$ cat src/rtl/merlin_pfu_mo.sv
`default_nettype none
// +--------------------------------------------------------------------------+
// | Module      : merlin_pfu_mo                                              |
// | Description : Instruction prefetch unit. Issues sequential ibus fetches  |
// |               under a FIFO credit scheme and an outstanding-request      |
// |               limit. Buffers the responses in a small FIFO for the       |
// |               decoder. Drops stale responses after a vector.             |
// | Ports       : clk_i/reset_i/clk_en_i - clock, sync reset, clock enable   |
// |               ireq*  - ibus request channel (valid/ready/hpl/addr)       |
// |               irsp*  - ibus response channel (in-order, rerr, data)      |
// |               ids_*  - decoder interface (dav/ack/sofid/ins/ferr/pc)     |
// |               exs_*  - vectoring interface (pc_wr/pc_din/hpl)            |
// | Revision    : 1.0 - initial release                                      |
// +--------------------------------------------------------------------------+
module merlin_pfu_mo #(
   parameter int                C_XLEN            = 32,
   parameter int                C_FIFO_DEPTH_X    = 2,
   parameter int                C_MAX_OUTSTANDING = 2,
   parameter logic [C_XLEN-1:0] C_RESET_VECTOR    = '0,
   parameter int                C_SOFID_SZ        = 2,
   parameter int                C_SOFID_RUN       = 0,
   parameter int                C_SOFID_JUMP      = 1
) (
   input  logic                  clk_i,
   input  logic                  reset_i,
   input  logic                  clk_en_i,
   // ibus request
   input  logic                  ireqready_i,
   output logic                  ireqvalid_o,
   output logic [1:0]            ireqhpl_o,
   output logic [C_XLEN-1:0]     ireqaddr_o,
   // ibus response
   output logic                  irspready_o,
   input  logic                  irspvalid_i,
   input  logic                  irsprerr_i,
   input  logic [C_XLEN-1:0]     irspdata_i,
   // decoder
   output logic                  ids_dav_o,
   input  logic                  ids_ack_i,
   output logic [C_SOFID_SZ-1:0] ids_sofid_o,
   output logic [31:0]           ids_ins_o,
   output logic                  ids_ferr_o,
   output logic [C_XLEN-1:0]     ids_pc_o,
   // vectoring
   input  logic                  exs_pc_wr_i,
   input  logic [C_XLEN-1:0]     exs_pc_din_i,
   input  logic [1:0]            exs_hpl_i
);

   localparam int D    = 1 << C_FIFO_DEPTH_X;
   localparam int FAW  = C_FIFO_DEPTH_X;
   localparam int CW   = C_FIFO_DEPTH_X + 1;
   localparam int OW   = $clog2(C_MAX_OUTSTANDING + 1);
   localparam int AQW  = (C_MAX_OUTSTANDING > 1) ? $clog2(C_MAX_OUTSTANDING) : 1;
   localparam int DW   = 8;
   localparam int LSB  = $clog2(C_XLEN / 8);
   localparam int EW   = C_SOFID_SZ + 1 + C_XLEN + 32;

   localparam logic [C_XLEN-1:0]     PC_INC     = C_XLEN'(C_XLEN / 8);
   localparam logic [C_XLEN-1:0]     ALIGN_MASK = ~(C_XLEN'((1 << LSB) - 1));
   localparam logic [C_SOFID_SZ-1:0] SOF_JUMP   = C_SOFID_SZ'(C_SOFID_JUMP);
   localparam logic [C_SOFID_SZ-1:0] SOF_RUN    = C_SOFID_SZ'(C_SOFID_RUN);
   localparam logic [AQW-1:0]        AQ_LAST    = AQW'(C_MAX_OUTSTANDING - 1);

   logic [C_XLEN-1:0] pc_q;
   logic [CW-1:0]     credit_q;
   logic [OW-1:0]     outstanding_q;
   logic [DW-1:0]     discard_q;
   logic              jump_q;

   logic [C_XLEN-1:0] aq_mem [C_MAX_OUTSTANDING];
   logic [AQW-1:0]    aq_rd_q, aq_wr_q;
   logic [EW-1:0]     fifo_mem [D];
   logic [FAW:0]      f_rd_q, f_wr_q;

   logic              vec, req, rsp, drop, live, ack, fifo_empty;
   logic [DW-1:0]     inflight, vec_discard;
   logic [EW-1:0]     head, wr_entry;
   logic [AQW-1:0]    aq_rd_nxt, aq_wr_nxt;

   assign vec         = clk_en_i & exs_pc_wr_i;
   assign ireqvalid_o = clk_en_i & ~exs_pc_wr_i & (credit_q != '0)
                        & (outstanding_q < OW'(C_MAX_OUTSTANDING));
   assign req         = ireqvalid_o & ireqready_i;
   assign rsp         = clk_en_i & irspvalid_i;
   assign drop        = rsp & (discard_q != '0);
   // A response with nothing in flight is a protocol error and is ignored.
   assign live        = rsp & ~vec & (discard_q == '0) & (outstanding_q != '0);
   assign fifo_empty  = (f_rd_q == f_wr_q);
   assign ack         = clk_en_i & ids_ack_i & ~fifo_empty & ~vec;

   // Everything still on the bus at a vector is stale; a response retiring
   // in the vector cycle itself is already accounted for.
   assign inflight    = DW'(outstanding_q) + discard_q;
   assign vec_discard = (rsp && inflight != '0) ? inflight - 1'b1 : inflight;

   assign aq_rd_nxt   = (aq_rd_q == AQ_LAST) ? '0 : aq_rd_q + 1'b1;
   assign aq_wr_nxt   = (aq_wr_q == AQ_LAST) ? '0 : aq_wr_q + 1'b1;

   assign wr_entry    = {(jump_q ? SOF_JUMP : SOF_RUN), irsprerr_i,
                         aq_mem[aq_rd_q], irspdata_i[31:0]};

   assign irspready_o = clk_en_i;
   assign ireqhpl_o   = exs_hpl_i;
   assign ireqaddr_o  = pc_q & ALIGN_MASK;

   // Storage is not reset, so head fields are zeroed whenever the FIFO is empty.
   assign head        = fifo_mem[f_rd_q[FAW-1:0]];
   assign ids_dav_o   = ~fifo_empty;
   assign ids_sofid_o = ids_dav_o ? head[EW-1 -: C_SOFID_SZ] : '0;
   assign ids_ferr_o  = ids_dav_o ? head[C_XLEN+32]          : 1'b0;
   assign ids_pc_o    = ids_dav_o ? head[32 +: C_XLEN]       : '0;
   assign ids_ins_o   = ids_dav_o ? head[31:0]               : '0;

   always_ff @(posedge clk_i) begin
      if (reset_i) begin
         pc_q          <= C_RESET_VECTOR;
         credit_q      <= CW'(D);
         outstanding_q <= '0;
         discard_q     <= '0;
         aq_rd_q       <= '0;
         aq_wr_q       <= '0;
         f_rd_q        <= '0;
         f_wr_q        <= '0;
         jump_q        <= 1'b1;
      end else if (vec) begin
         pc_q          <= exs_pc_din_i;
         credit_q      <= CW'(D);
         outstanding_q <= '0;
         discard_q     <= vec_discard;
         aq_rd_q       <= '0;
         aq_wr_q       <= '0;
         f_rd_q        <= '0;
         f_wr_q        <= '0;
         jump_q        <= 1'b1;
      end else begin
         if (req) begin
            pc_q    <= pc_q + PC_INC;
            aq_wr_q <= aq_wr_nxt;
         end
         case ({req, ack})
            2'b10:   credit_q <= credit_q - 1'b1;
            2'b01:   credit_q <= credit_q + 1'b1;
            default: credit_q <= credit_q;
         endcase
         case ({req, live})
            2'b10:   outstanding_q <= outstanding_q + 1'b1;
            2'b01:   outstanding_q <= outstanding_q - 1'b1;
            default: outstanding_q <= outstanding_q;
         endcase
         if (drop) begin
            discard_q <= discard_q - 1'b1;
         end
         if (live) begin
            aq_rd_q <= aq_rd_nxt;
            f_wr_q  <= f_wr_q + 1'b1;
            jump_q  <= 1'b0;
         end
         if (ack) begin
            f_rd_q <= f_rd_q + 1'b1;
         end
      end
   end

   // Data storage: write enables already exclude vector cycles.
   always_ff @(posedge clk_i) begin
      if (req) begin
         aq_mem[aq_wr_q] <= pc_q;
      end
      if (live) begin
         fifo_mem[f_wr_q[FAW-1:0]] <= wr_entry;
      end
   end

endmodule
`default_nettype wire

$ cat config.mk
export PLATFORM = sky130hd
export DESIGN_NAME = merlin_pfu_mo
export DESIGN_NICKNAME = d
export VERILOG_FILES = /design/src/rtl/merlin_pfu_mo.sv
export SDC_FILE = /design/constraint.sdc
export NUM_CORES = 1
export LEC_CHECK = 0
export ABC_AREA = 1
export BUFFER_PORTS_ARGS = -buffer_cell sky130_fd_sc_hd__buf_4
export CORE_AREA = 2 2 182 256
export CTS_BUF_LIST = sky130_fd_sc_hd__clkbuf_4 sky130_fd_sc_hd__clkbuf_8
export DETAILED_ROUTE_END_ITERATION = 16
export DIE_AREA = 0 0 184 258
export GPL_ROUTABILITY_DRIVEN = 1
export PLACE_DENSITY = 0.56
export SYNTH_ARGS = -nofsm -noshare
export SYNTH_HDL_FRONTEND = slang
export SYNTH_SLANG_ARGS = --single-unit
$ cat constraint.sdc
create_clock -name clk_i -period 6.1 [get_ports clk_i]
set_input_delay 0.915 -clock clk_i [delete_from_list [all_inputs] [get_ports clk_i]]
set_output_delay 0.915 -clock clk_i [all_outputs]
set_load 0.02 [all_outputs]
==> results of run 1 <==
==> Yosys cell counts (7+ instances only) <==
library cell,number,share of area
nor3_1,17,0.0051
ha_1,13,0.0098
a21oi_1,105,0.032
buf_4,36,0.016
xnor2_1,7,0.0037
buf_1,18,0.0041
mux2_2,32,0.022
o21ai_0,164,0.049
nand2_1,155,0.035
buf_2,7,0.0021
nand3_1,46,0.014
nor2_1,342,0.077
or2_2,9,0.0034
dfxtp_1,57,0.069
nand4_1,11,0.0041
clkbuf_1,46,0.010
inv_1,65,0.015
edfxtp_1,328,0.59
xor2_1,11,0.0058
nand3b_1,7,0.0032
o211ai_1,8,0.0036
==> metal layers <==
metal  wire length (microns)  track usage
met1                   16500        0.202
met2                   20700        0.296
met3                    1930       0.0278
met4                     791       0.0536
met5                       0            0
==> per-stage QoR <==
| stage | util | power, mW |
|---|---|---|
| 2_1_floorplan | - | 3.18 |
| 3_3_place_gp | 0.401 | 3.28 |
| 3_5_place_dp | 0.401 | 3.29 |
| 4_1_cts | 0.428 | 5.51 |
| 5_1_grt | 0.428 | 5.67 |
| 6_report | 0.428 | 5.45 |
==> cell families after synthesis <==
logic type                 Yosys count
other                                1
muxes                               32
adders and majority gates           15
xor gates and xnor gates            18
DFF                                385
and+or+nand+nor                    600
buffers and inverters              177
AOI/OAI and AO/OA                  302
==> layout make-up <==
cell class / instances / area share
Antenna cell: 1 / 0.000129
Clock buffer: 79 / 0.0505
Clock inverter: 27 / 0.0128
Inverter: 69 / 0.0134
Multi-Input combinational cell: 970 / 0.249
Sequential cell: 385 / 0.566
Tap cell: 570 / 0.0367
Timing Repair Buffer: 185 / 0.0721
==> critical path: stages, from the launching register on <==
cell      delay, ns
dfxtp_4        0.70
clkinv_2       0.78
buf_4          0.61
o21ai_0        0.29
a21oi_1        0.11
buf_4          0.20
==> registers in the layout, summed over array words and instances (netlist names), named ones only <==
| name | count |
|---|---|
| aq_rd_q | 1 |
| fifo_mem | 264 |
| pc_q | 32 |
| f_wr_q | 3 |
| jump_q | 1 |
| aq_mem | 64 |
| credit_q | 3 |
| aq_wr_q | 1 |
| outstanding_q | 2 |
| discard_q | 8 |
| f_rd_q | 3 |
==> power by group through the flow <==
stage / logic [mW] / clock network (mW) / registers (mW)
2_1_floorplan: 0.213 / 0 / 2.96
3_3_place_gp: 0.305 / 0 / 2.98
3_5_place_dp: 0.311 / 0 / 2.98
4_1_cts: 0.313 / 2.27 / 2.92
5_1_grt: 0.350 / 2.39 / 2.93
6_report: 0.311 / 2.21 / 2.93
==> worst max-delay path by stage <==
stage	startpoint	end	slack (ns)	cells after the start
floorplan	clk_en_i	fifo_mem[0][0]	1.27	6
global route	flip-flop	ids_ins_o[18]	1.47	5
global placement	flip-flop	ids_ins_o[5]	2.44	5
finish	flip-flop	ids_ins_o[18]	1.81	5
CTS	flip-flop	ids_ins_o[18]	1.70	5
detailed placement	flip-flop	ids_ins_o[18]	2.39	5
==> metrics.cfg, run 1 <==
[critical_path]
critPathKind=reg -> out
critPathLaunchType=flip-flop
worst_ep_arrival_time_ns=3.38
cp-end-kind=primary output
worstReg2RegStart=discard_q[1]
r2r_end=fifo_mem[1][53]
r2r_slack_ns=2.81
critPathMaxFanout=70
critPathRequiredTime_ns=5.18
r2r_cells=9

[placement]
dpl_worst_slack_ns=2.39
gp_congestion=0.875
port_buffers=170
post_dp_cell_area_sq_um=18200
dpl.hpwl_mm=24.4
dp.cells=2179

[power]
power_switching_mw=1.20
p_leak_nw=7.02
p_seq_frac=0.537
pwr-share-comb=0.057
clkPwrFrac=0.406
p_int_mw=4.25
p_sw_frac=0.219
peakVddDrop_uv=136
power_density_nw_per_um2=280

[logic_synthesis]
syn_area_sq_um=16600
synth_seq_cells=385
synth_top_family_by_area=simple AND/OR/NAND/NOR gates
synthFlopType=edfxtp_1
ys_seq_area_frac=0.663
synth_edf_count=328
synthXorXnorAreaFrac=0.00950
yosysUniqueCellTypes=43
synthSimpleGateAreaFrac=0.148
synthAdderAreaFrac=0.0122
synth_compound_area_frac=0.0965
synthArstFlopShare=0
ys_warn_count=0
synth_mux_area_frac=0.0217
syn_area_per_cell_sq_um=10.8
synth_cells=1530

[routing]
drcViolationCount=0
num_vias=11500
wirelength_mm=39.9
post_drt_wl_per_cell_microns=17.4
first_pass_iters=4
ant_nets=0
viasPerCell=5.01
drt_iter0_drc=789

[global_route]
grt.total_usage=0.166
gr-total-overflow=0
grt_max_degree=87
grt_pass1_wl_mm=61.6
grt_pass1_vias=11300
antenna_found_initial=1

[cts]
cts_max_path_buffers=3
ctsResizeCount=0
hold_buffers=0
root_buffer=clkbuf_8
cts_buffers=58
post-cts-setup-buffer-count=0
clk_pin_slew_ns=0.06
clk_latency_ns=0.61
cts_tree=done
h-tree-depth=2
clock_sinks=385

[final_layout]
n_fill_cell=4344
final_net_count=1758
final_cell_count_no_fill=2286
layout_commonest_cell=nor2_1
drive_gt1_frac=0.204
final_area_sq_um=19400
synthToLayoutAreaGrowth_pct=17.2
multi_input_area_sq_um=4830
seqCellArea_sq_um=11000
most-common-layout-cells=nor2_1 (336), edfxtp_1 (328), buf_4 (184)

[timing]
slew_headroom=0.298
whs_ns=0.449
setup_viol=0
tightest_slew_ns=1.05
final-hold-violation-count=0
fmax_mhz=233
fin_worst_skew_ns=0.0169
rsz0062_at_grt=no
drv_slew=0
fin_ws_ns=1.81
finalCriticalPeriod_ns=4.29
tns_ns=0
final.period_utilization=0.704

[floorplan]
core.rowCount=93
io_pins=178
die_x_microns=184
die_area_sq_um=47500
coreArea_sq_um=45400
initial_core_util=0.366
die_y_microns=258

[outcome]
outcome=complete, no violations

[hold_path]
hp-start=pc_q[0]
hp-class=reg -> reg
hold_end=aq_mem[1][0]
worstHoldPathCells=0

[job]
cap_violations=0

Power figures use the tool's default switching activity.
==> inputs of run 2 (changes only) <==
--- a/config.mk
+++ b/config.mk
@@ -5,12 +5,12 @@
 export SDC_FILE = /design/constraint.sdc
 export NUM_CORES = 1
 export LEC_CHECK = 0
-export ABC_AREA = 1
+export ABC_AREA = 0
 export BUFFER_PORTS_ARGS = -buffer_cell sky130_fd_sc_hd__buf_4
-export CORE_AREA = 2 2 182 256
+export CORE_AREA = 2 2 178 250
 export CTS_BUF_LIST = sky130_fd_sc_hd__clkbuf_4 sky130_fd_sc_hd__clkbuf_8
 export DETAILED_ROUTE_END_ITERATION = 16
-export DIE_AREA = 0 0 184 258
+export DIE_AREA = 0 0 180 252
 export GPL_ROUTABILITY_DRIVEN = 1
 export PLACE_DENSITY = 0.56
 export SYNTH_ARGS = -nofsm -noshare
==> constraint.sdc (replaced) <==
create_clock -name clk_i -period 4.35 [get_ports clk_i]
set_input_delay 0.6525 -clock clk_i [delete_from_list [all_inputs] [get_ports clk_i]]
set_output_delay 0.6525 -clock clk_i [all_outputs]
set_load 0.02 [all_outputs]
==> metrics.cfg, run 2 <==
[hold_path]
hp-start=irspdata_i[27]
worstHoldPathCells=1  ; +1
hp-class=in -> reg

[timing]
setup_viol=0  ; unchanged
rsz0062_at_grt=no
final-hold-violation-count=0  ; unchanged
finalCriticalPeriod_ns=3.43
drv_slew=0  ; unchanged
fmax_mhz=292
tns_ns=0  ; unchanged
tightest_slew_ns=0.919  ; -0.135 ns
fin_worst_skew_ns=0.0218  ; +0.00488 ns
slew_headroom=0.386  ; +0.0882
final.period_utilization=0.788

[routing]
num_vias=8394  ; -27%
post_drt_wl_per_cell_microns=18.9  ; +8.3%
viasPerCell=4.90  ; -2.3%
ant_nets=0  ; unchanged
wirelength_mm=32.4  ; -19%
drcViolationCount=0  ; unchanged
drt_iter0_drc=400  ; -49%
first_pass_iters=4  ; unchanged

[global_route]
antenna_found_initial=1  ; unchanged
grt_pass1_wl_mm=49.6  ; -19%
grt_max_degree=68  ; -22%
gr-total-overflow=0  ; unchanged
grt_pass1_vias=8882  ; -21%
grt.total_usage=0.142  ; -0.0240

[cts]
cts_max_path_buffers=3  ; unchanged
cts_buffers=59  ; +1.7%
h-tree-depth=2  ; unchanged
clock_sinks=385  ; unchanged
post-cts-setup-buffer-count=0  ; unchanged
hold_buffers=0  ; unchanged
clk_latency_ns=0.63  ; +0.02 ns
root_buffer=clkbuf_8
cts_tree=done
clk_pin_slew_ns=0.06  ; about the same
ctsResizeCount=0  ; unchanged

[power]
finalPower_mw=7.36  ; +35%
power_density_nw_per_um2=394  ; +41%
peakVddDrop_uv=221  ; +63%
p_leak_nw=6.31  ; -10%

[floorplan]
io_pins=178  ; unchanged
die_x_microns=180  ; -2.2%
core.rowCount=90  ; -3.2%
die_y_microns=252  ; -2.3%
die_area_sq_um=45400  ; -4.4%
initial_core_util=0.369  ; +0.00306
coreArea_sq_um=42900  ; -5.5%

[final_layout]
drive_gt1_frac=0.335  ; +0.131
synthToLayoutAreaGrowth_pct=18.1
final_area_sq_um=18700  ; -3.9%
final_util=0.435  ; +0.00720
final_net_count=1203  ; -32%
layout_commonest_cell=edfxtp_1
most-common-layout-cells=edfxtp_1 (328), buf_4 (179), nor2b_1 (70)
largest_reg_flops=264  ; unchanged

[logic_synthesis]
yosys-top-cells-count=edfxtp_1 (328), nor2b_1 (70), mux4_2 (66)
synthTopCellsByArea=edfxtp_1 (62%), mux4_2 (9.4%), dfxtp_1 (7.2%)
synth_edf_count=328  ; unchanged
synthArstFlopShare=0  ; unchanged
yosys.cell_count.top_type=edfxtp_1
syn_area_per_cell_sq_um=16.6  ; +54%
synth_cells=950  ; -38%
ys_warn_count=0  ; unchanged
synthFlopType=edfxtp_1
yosysUniqueCellTypes=56  ; +30%
syn_area_sq_um=15800  ; -4.7%
ys_seq_area_frac=0.695  ; +0.0324
synth_top_area_frac=0.623  ; +0.0291
synth_seq_cells=385  ; unchanged
synth_top_area_cell=edfxtp_1

[critical_path]
critPathKind=reg -> out
critPathLaunchType=flip-flop
critPathMaxFanout=67  ; -4.3%
r2r_cells=10  ; +1
r2r_slack_ns=1.34  ; -1.47 ns
worst_ep_arrival_time_ns=2.77  ; -0.61 ns
startpoint=f_wr_q[0]
cp-end-kind=primary output
worstReg2RegStart=outstanding_q[0]
critPathRequiredTime_ns=3.70  ; -1.48 ns

[placement]
post_dp_cell_area_sq_um=17500  ; -3.7%
port_buffers=170  ; unchanged
dpl.hpwl_mm=19.9  ; -18%
gp_congestion=0.745  ; -15%

[outcome]
outcome=complete, no violations

[job]
cap_violations=0  ; unchanged

[run 2: metrics by stage]
| step | instances | hold WS [ns] | setup slack, ns |
|---|---|---|---|
| after global placement | 1605 | 0.436 | 1.43 |
| after floorplan | 952 | 0.425 | 0.771 |
| final | 1714 | 0.223 | 0.924 |
| after CTS | 1713 | 0.175 | 0.807 |
| after global routing | 1714 | 0.189 | 0.731 |
| after detailed placement | 1605 | 0.447 | 1.37 |
[run 2: kinds of logic after synthesis]
family,count (synthesis),synth area share
fa+ha+maj,15,0.0128
mux,104,0.121
compound gates,73,0.0335
simple gates,226,0.0775
buf+inv,96,0.0324
other cells,1,0.000237
flops,385,0.695
xor+xnor,50,0.0277
[run 2: worst paths after layout]
path	endpoint
hold / removal	fifo_mem[1][27]
setup / recovery	ids_pc_o[22]
setup reg to reg	discard_q[1]
hold reg to reg	aq_mem[0][1]
[run 2: where the power goes]
part	total (mW)	switching [mW]	leakage (nW)	internal, mW
registers	4.10	0.0645	3.42	4.04
logic	0.352	0.196	2.28	0.156
clock network	2.91	1.35	0.606	1.56
total	7.36	1.61	6.31	5.75
[run 2: cell type report]
type                       instances  area (sq um)
timing repair buffer             184          1440
inverter                          13          48.8
sequential                       385         11000
multi-input combinational        471          4340
tap                              552           691
fill                            3859         24200
clock inverter                    29           194
clock buffer                      79           962
antenna                            1          2.50
[run 2: routing by layer]
layer | track usage | vias to the layer above | wire, microns
met2 | 0.255 | 209 | 16800
li1 | - | 3956 | -
met3 | 0.0276 | 55 | 1550
met4 | 0.0520 | 0 | 876
met1 | 0.169 | 4174 | 13200
met5 | 0 | - | 0
[run 2: critical path, cell delays in order, from the launching register on]
cell	delay, ns
dfxtp_1	0.37
xor2_1	0.19
nor3_2	0.33
buf_4	0.70
nor2b_1	0.26
buf_4	0.24
